<file path="src/rtl/pfram_pkg.sv">
// Shared types for the playfield RAM arbiter: default widths, CPU FSM states
// and slot-owner encoding.
package pfram_pkg;

    localparam int PF_AW = 10;
    localparam int PF_DW = 8;

    typedef enum logic [1:0] {
        C_IDLE,
        C_RD_WAIT,
        C_WR_WAIT,
        C_ACK
    } cpu_state_t;

    typedef enum logic [1:0] {
        NONE,
        VID,
        CPU,
        WRBUF
    } slot_t;

endpackage

</file>
<file path="src/rtl/pfram_arbiter_if.sv">
// Video, CPU and RAM-side signals of the playfield RAM arbiter.
// slave = arbiter side, master = surrounding core (decoder, fetcher, RAM).
interface pfram_arbiter_if
    import pfram_pkg::*;
#(
    parameter int AW = PF_AW,
    parameter int DW = PF_DW
) ();

    logic          vid_req;
    logic [AW-1:0] vid_addr;
    logic [DW-1:0] vid_data;
    logic          vid_valid;

    logic          cpu_req;
    logic          cpu_we;
    logic [AW-1:0] cpu_addr;
    logic [DW-1:0] cpu_wdata;
    logic          cpu_ack;
    logic [DW-1:0] cpu_rdata;
    logic          cpu_starve;

    logic [AW-1:0] ram_addr;
    logic          ram_we;
    logic [DW-1:0] ram_wdata;
    logic [DW-1:0] ram_rdata;

    modport slave (
        input  vid_req, vid_addr, cpu_req, cpu_we, cpu_addr, cpu_wdata, ram_rdata,
        output vid_data, vid_valid, cpu_ack, cpu_rdata, cpu_starve,
               ram_addr, ram_we, ram_wdata
    );

    modport master (
        output vid_req, vid_addr, cpu_req, cpu_we, cpu_addr, cpu_wdata, ram_rdata,
        input  vid_data, vid_valid, cpu_ack, cpu_rdata, cpu_starve,
               ram_addr, ram_we, ram_wdata
    );

endinterface

</file>
<file path="src/rtl/pfram_wrbuf.sv">
// One-entry posted CPU write buffer; only built when PFRAM_WRBUF_EN is defined.
`ifdef PFRAM_WRBUF_EN
module pfram_wrbuf
    import pfram_pkg::*;
#(
    parameter int AW = PF_AW,
    parameter int DW = PF_DW
) (
    input  logic          clk,
    input  logic          rst_n,
    input  logic          load,
    input  logic          drain,
    input  logic [AW-1:0] addr_in,
    input  logic [DW-1:0] data_in,
    output logic          full,
    output logic [AW-1:0] addr,
    output logic [DW-1:0] data
);

    always_ff @(posedge clk or negedge rst_n) begin
        if (!rst_n) begin
            full <= 1'b0;
            addr <= '0;
            data <= '0;
        end else if (load) begin
            full <= 1'b1;
            addr <= addr_in;
            data <= data_in;
        end else if (drain) begin
            full <= 1'b0;
        end
    end

endmodule
`endif

</file>
<file path="src/rtl/pfram_arbiter.sv">
// Playfield RAM arbiter: video has absolute priority, then write-buffer drain,
// then CPU. Optional posted write buffer enabled by PFRAM_WRBUF_EN.
module pfram_arbiter
    import pfram_pkg::*;
#(
    parameter int AW       = PF_AW,
    parameter int DW       = PF_DW,
    parameter int MAX_WAIT = 16
) (
    input  logic clk_12mhz,
    input  logic reset_n,
    pfram_arbiter_if.slave bus
);

    localparam int CW = $clog2(MAX_WAIT + 1);
    localparam logic [CW-1:0] WAIT_MAX = CW'(MAX_WAIT);
`ifdef PFRAM_WRBUF_EN
    localparam bit WB_EN = 1'b1;
`else
    localparam bit WB_EN = 1'b0;
`endif

    cpu_state_t    state, state_nxt;
    slot_t         owner;
    logic          rd_cnt;
    logic          cpu_grant, cpu_wait;
    logic [CW-1:0] wait_cnt;
    logic          starve_q;

    logic          wb_full;
    logic [AW-1:0] wb_addr;
    logic [DW-1:0] wb_data;

    logic [AW-1:0] acc_addr;
    logic          acc_we;
    logic [DW-1:0] acc_wdata;

    logic          vid_p1, vid_p2, vid_valid_q;
    logic [DW-1:0] vid_data_q;
    logic          cpu_ack_q;
    logic [DW-1:0] cpu_rdata_q;
    logic [AW-1:0] ram_addr_q;
    logic          ram_we_q;
    logic [DW-1:0] ram_wdata_q;

`ifdef PFRAM_WRBUF_EN
    pfram_wrbuf #(.AW(AW), .DW(DW)) u_wrbuf (
        .clk     (clk_12mhz),
        .rst_n   (reset_n),
        .load    (cpu_grant && bus.cpu_we),
        .drain   (owner == WRBUF),
        .addr_in (bus.cpu_addr),
        .data_in (bus.cpu_wdata),
        .full    (wb_full),
        .addr    (wb_addr),
        .data    (wb_data)
    );
`else
    assign wb_full = 1'b0;
    assign wb_addr = '0;
    assign wb_data = '0;
`endif

    always_comb begin
        // a full buffer claims the slot ahead of the CPU, which also blocks
        // new CPU reads/writes until the posted write has reached the RAM
        owner = NONE;
        if (bus.vid_req)
            owner = VID;
        else if (wb_full)
            owner = WRBUF;
        else if (state == C_IDLE && bus.cpu_req)
            owner = CPU;

        cpu_grant = (owner == CPU);
        cpu_wait  = (state == C_IDLE) && bus.cpu_req && !cpu_grant;

        acc_addr  = ram_addr_q;
        acc_we    = 1'b0;
        acc_wdata = ram_wdata_q;
        case (owner)
            VID:   acc_addr = bus.vid_addr;
            WRBUF: begin
                acc_addr  = wb_addr;
                acc_we    = 1'b1;
                acc_wdata = wb_data;
            end
            CPU: begin
                if (!(bus.cpu_we && WB_EN)) begin
                    acc_addr = bus.cpu_addr;
                    acc_we   = bus.cpu_we;
                    if (bus.cpu_we)
                        acc_wdata = bus.cpu_wdata;
                end
            end
            default: ;
        endcase

        state_nxt = state;
        case (state)
            C_IDLE: begin
                if (cpu_grant) begin
                    if (!bus.cpu_we)
                        state_nxt = C_RD_WAIT;
                    else if (WB_EN)
                        state_nxt = C_ACK;
                    else
                        state_nxt = C_WR_WAIT;
                end
            end
            C_RD_WAIT: if (rd_cnt) state_nxt = C_ACK;
            C_WR_WAIT: state_nxt = C_ACK;
            C_ACK:     state_nxt = C_IDLE;
            default:   state_nxt = C_IDLE;
        endcase
    end

    always_ff @(posedge clk_12mhz or negedge reset_n) begin
        if (!reset_n) begin
            state       <= C_IDLE;
            rd_cnt      <= 1'b0;
            cpu_ack_q   <= 1'b0;
            cpu_rdata_q <= '0;
            wait_cnt    <= '0;
            starve_q    <= 1'b0;
        end else begin
            state     <= state_nxt;
            rd_cnt    <= (state == C_RD_WAIT) ? ~rd_cnt : 1'b0;
            cpu_ack_q <= (state_nxt == C_ACK);
            if (state == C_RD_WAIT && rd_cnt)
                cpu_rdata_q <= bus.ram_rdata;
            if (cpu_grant)
                wait_cnt <= '0;
            else if (cpu_wait && wait_cnt != WAIT_MAX)
                wait_cnt <= wait_cnt + 1'b1;
            if (cpu_wait && wait_cnt >= WAIT_MAX - 1'b1)
                starve_q <= 1'b1;
        end
    end

    always_ff @(posedge clk_12mhz or negedge reset_n) begin
        if (!reset_n) begin
            ram_addr_q  <= '0;
            ram_we_q    <= 1'b0;
            ram_wdata_q <= '0;
            vid_p1      <= 1'b0;
            vid_p2      <= 1'b0;
            vid_valid_q <= 1'b0;
            vid_data_q  <= '0;
        end else begin
            ram_addr_q  <= acc_addr;
            ram_we_q    <= acc_we;
            ram_wdata_q <= acc_wdata;
            vid_p1      <= (owner == VID);
            vid_p2      <= vid_p1;
            vid_valid_q <= vid_p2;
            if (vid_p2)
                vid_data_q <= bus.ram_rdata;
        end
    end

    assign bus.vid_data   = vid_data_q;
    assign bus.vid_valid  = vid_valid_q;
    assign bus.cpu_ack    = cpu_ack_q;
    assign bus.cpu_rdata  = cpu_rdata_q;
    assign bus.cpu_starve = starve_q;
    assign bus.ram_addr   = ram_addr_q;
    assign bus.ram_we     = ram_we_q;
    assign bus.ram_wdata  = ram_wdata_q;

endmodule

</file>
<file path="src/flat_wrapper.sv">
// flat-port wrapper written by rule: the top's interface ports become plain ports
module pfram_arbiter_flat import pfram_pkg::*;
#(
    parameter int AW       = PF_AW,
    parameter int DW       = PF_DW,
    parameter int MAX_WAIT = 16
)
  (clk_12mhz, reset_n, bus_vid_req, bus_vid_addr, bus_cpu_req, bus_cpu_we, bus_cpu_addr, bus_cpu_wdata, bus_ram_rdata, bus_vid_data, bus_vid_valid, bus_cpu_ack, bus_cpu_rdata, bus_cpu_starve, bus_ram_addr, bus_ram_we, bus_ram_wdata);
  pfram_arbiter_if #(.AW(AW), .DW(DW)) bus_i ();
  input  logic clk_12mhz;
  input  logic reset_n;
  input wire logic [$bits(bus_i.vid_req)-1:0] bus_vid_req;
  input wire logic [$bits(bus_i.vid_addr)-1:0] bus_vid_addr;
  input wire logic [$bits(bus_i.cpu_req)-1:0] bus_cpu_req;
  input wire logic [$bits(bus_i.cpu_we)-1:0] bus_cpu_we;
  input wire logic [$bits(bus_i.cpu_addr)-1:0] bus_cpu_addr;
  input wire logic [$bits(bus_i.cpu_wdata)-1:0] bus_cpu_wdata;
  input wire logic [$bits(bus_i.ram_rdata)-1:0] bus_ram_rdata;
  output wire logic [$bits(bus_i.vid_data)-1:0] bus_vid_data;
  output wire logic [$bits(bus_i.vid_valid)-1:0] bus_vid_valid;
  output wire logic [$bits(bus_i.cpu_ack)-1:0] bus_cpu_ack;
  output wire logic [$bits(bus_i.cpu_rdata)-1:0] bus_cpu_rdata;
  output wire logic [$bits(bus_i.cpu_starve)-1:0] bus_cpu_starve;
  output wire logic [$bits(bus_i.ram_addr)-1:0] bus_ram_addr;
  output wire logic [$bits(bus_i.ram_we)-1:0] bus_ram_we;
  output wire logic [$bits(bus_i.ram_wdata)-1:0] bus_ram_wdata;
  assign bus_i.vid_req = bus_vid_req;
  assign bus_i.vid_addr = bus_vid_addr;
  assign bus_i.cpu_req = bus_cpu_req;
  assign bus_i.cpu_we = bus_cpu_we;
  assign bus_i.cpu_addr = bus_cpu_addr;
  assign bus_i.cpu_wdata = bus_cpu_wdata;
  assign bus_i.ram_rdata = bus_ram_rdata;
  assign bus_vid_data = bus_i.vid_data;
  assign bus_vid_valid = bus_i.vid_valid;
  assign bus_cpu_ack = bus_i.cpu_ack;
  assign bus_cpu_rdata = bus_i.cpu_rdata;
  assign bus_cpu_starve = bus_i.cpu_starve;
  assign bus_ram_addr = bus_i.ram_addr;
  assign bus_ram_we = bus_i.ram_we;
  assign bus_ram_wdata = bus_i.ram_wdata;
  pfram_arbiter #(.AW(AW), .DW(DW), .MAX_WAIT(MAX_WAIT)) u_core (.clk_12mhz(clk_12mhz), .reset_n(reset_n), .bus(bus_i));
endmodule
</file>
<file path="config.mk">
export PLATFORM = sky130hd
export DESIGN_NAME = pfram_arbiter_flat
export DESIGN_NICKNAME = d
export VERILOG_FILES = /design/src/rtl/pfram_pkg.sv /design/src/rtl/pfram_arbiter_if.sv /design/src/rtl/pfram_wrbuf.sv /design/src/rtl/pfram_arbiter.sv /design/src/flat_wrapper.sv
export SDC_FILE = /design/constraint.sdc
export NUM_CORES = 1
export LEC_CHECK = 0
export BUFFER_PORTS_ARGS = -buffer_cell sky130_fd_sc_hd__buf_2
export CORE_MARGIN = 1
export CORE_UTILIZATION = 40
export CTS_BUF_LIST = sky130_fd_sc_hd__clkbuf_8
export DETAILED_ROUTE_END_ITERATION = 12
export PLACE_DENSITY = 0.68
export SYNTH_ARGS = -nofsm -noshare
export SYNTH_HDL_FRONTEND = slang
export SYNTH_SLANG_ARGS = --single-unit
</file>
<file path="constraint.sdc">
create_clock -name clk_12mhz -period 4.5 [get_ports clk_12mhz]
set_clock_uncertainty 0.05 [all_clocks]
set_input_delay 0.225 -clock clk_12mhz [delete_from_list [all_inputs] [get_ports clk_12mhz]]
set_output_delay 0.225 -clock clk_12mhz [all_outputs]
set_load 0.03 [all_outputs]
</file>
==> flow_summary.yaml <==
critical_path:
  worstSetupPathType: "flip-flop to flip-flop"
  rr_startpoint: "u_core.state[1]"
  critPathLaunchType: "flip-flop"
  reg2reg_depth: 3
  cp.required_ps: 4640
  reg2reg_setup_slack_ps: 2890
  crit_arrival_ps: 1740
  cp_max_fo: 16
  end_kind: "flip-flop"
  r2r_end: "u_core.wait_cnt[3]"
min_path:
  hold_path.class: "primary input to asynchronous set/reset pin"
power_and_ir_drop:
  p_leak_nw: 1.263
  power_w: 0.001520
  pwr_density_cell_mw_per_mm2: 602.0
  irDropWorstVdd_mv: 0.3142
timing:
  drv_slew: 0
  period_needed_ps: 1605
  finalCritPeriodShare_pct: 35.67
  worstMarginPinSlew_ps: 1053
  finalSetupViolCount: 0
  fin_worst_hold_slack_ps: 70.62
  relSlewSlack_pct: 29.82
  rsz0062_at_grt: "false"
  hold_violations: 0
  fmax_ghz: 0.6230
  tns_ps: 0
synth:
  netlist_area_mm2: 0.002006
  synthCells: 151
  synth_edf_count: 0
  synth.top_cells.by_area: "dfrtp_1 60%, mux2_2 13%, a2bb2oi_1 4.4%"
  synth.top_cell.area_share_pct: 59.89
  yosys_most_used_dff: "dfrtp_1"
  ys_seq_area_share_pct: 59.89
  syn_area_per_cell_um2: 13.28
  async_reset_ff_share_pct: 100.0
  synth_fp_nets: 195
  yosys.area.top_type: "dfrtp_1"
  synth-warning-count: 0
  ys_types: 33
  synth_seq_cells: 48
detailed_routing:
  drt_iter0_markers: 68
  highest_layer: "met4"
  met1_length_um: 1810
  vias: 1436
  ant_nets: 0
  wl_met3_um: 260
  drc: 0
  via_per_inst: 4.868
  drtPass1Iterations: 4
  wl_met2_um: 1612
  wl_per_cell_um: 12.60
  drt-total-wl_um: 3716
cts:
  cts_setup_buffers: 0
  clk_latency_ps: 290
  tritoncts: "done"
  cts.clk_slew.worst_paths_ps: 80
  cts_buffers: 5
  ctsHoldBuffers: 0
  clock-root-buffer: "clkbuf_8"
  clock_sink_count: 48
  cts_buffer_depth: 2
  cts.htree.levels: 2
  cts_resized: 0
cells_and_area:
  syn_to_final_growth_pct: 25.89
  layout_commonest_cell: "buf_2"
  nNetsFinal: 272
  drive_gt1_share_pct: 50.88
  final_cell_mix: "78 x buf_2, 48 x dfrtp_1, 24 x mux2_2"
  nFillCells: 444
  antenna_cells: 0
global_route:
  grt_max_degree: 49
  grt_overflow_total: 0
  grt_pass1_vias: 1372
  antenna_found_initial: 0
  track_usage_pct: 14.78
  grt_pass1_wl_um: 6037
floorplan:
  die_y_um: 72.81
  num_io_pins: 79
  coreArea_mm2: 0.004786
  dieArea_mm2: 0.005301
  start_util_pct: 41.91
  row_count: 25
  die_x_um: 72.81
place:
  dp_hpwl_um: 2631
  io_buffers: 78
  gp_congestion: 0.8240
run:
  drv_cap: 0
outcome:
  outcome: "completed"
-- worst max-delay path by stage --
stage / end / startpoint
final: u_core.wait_cnt[3] / u_core.state[1]
after global placement: u_core.bus.ram_wdata[5] / bus_vid_req
after global routing: u_core.wait_cnt[2] / u_core.state[1]
after detailed placement: u_core.bus.ram_wdata[1] / bus_vid_req
after CTS: u_core.wait_cnt[3] / u_core.state[1]
after floorplan: u_core.bus.cpu_starve / u_core.wait_cnt[0]
-- synthesized netlist by cell type, types with 2 or more instances --
library cell	instances
clkbuf_1	3
inv_1	8
dfrtp_1	48
buf_6	2
nand2_1	13
a2bb2oi_1	10
and3_1	2
mux2_2	24
buf_2	2
a21oi_1	12
ha_1	3
o22ai_1	3
-- final cells by class --
class / count / area, µm² / area share, %
clock buffers: 7 / 96.34 / 3.816
inverters: 8 / 30.03 / 1.189
multi-input cells: 87 / 723.2 / 28.64
flip-flops and latches: 48 / 1201 / 47.57
well taps: 67 / 83.83 / 3.320
repair buffers: 78 / 390.4 / 15.46
-- metrics by stage --
step | worst slack, ps | area, µm² | utilization (%) | instances
6_report | 2895 | 2525 | 52.76 | 295
5_1_grt | 2780 | 2525 | 52.76 | 295
4_1_cts | 2876 | 2525 | 52.76 | 295
3_5_place_dp | 2839 | 2429 | 50.75 | 288
3_3_place_gp | 2879 | 2429 | 50.75 | 288
2_1_floorplan | 3090 | 2006 | - | 151
-- sequential cells by signal, indices dropped and copies added, names as in the netlist, 2 cells and up --
name and flops:
u_core.bus.cpu_rdata 8, u_core.bus.ram_addr 10, u_core.bus.ram_wdata 8, u_core.bus.vid_data 8, u_core.state 2, u_core.wait_cnt 5
-- worst max-delay path, stage by stage (launching register included) --
cell,delay (ps)
dfrtp_1,490
nor3b_4,590
o22ai_1,150
a41o_1,220
-- per-layer routing --
metal,vias up,global-route usage (%)
li1,688,-
met1,679,19.33
met2,64,23.26
met3,5,4.972
met4,0,4.575
met5,-,0
-- power breakdown --
| part | internal [W] | switching, W | leakage (nW) |
|---|---|---|---|
| combinational | 0.000230 | 0.000369 | 0.641 |
| sequential | 0.000563 | 0.0000893 | 0.572 |
| clock | 0.000137 | 0.000131 | 0.0503 |
| total | 0.000930 | 0.000590 | 1.26 |
-- cells by family after synthesis --
logic type	count (synthesis)	share of synthesized area, %
compound gates	34	11.85
mux	24	13.47
fa+ha+maj	3	1.872
simple gates	26	8.859
flops	48	59.89
buf+inv	16	4.055
No activity file was read; power rests on OpenSTA's default activity.
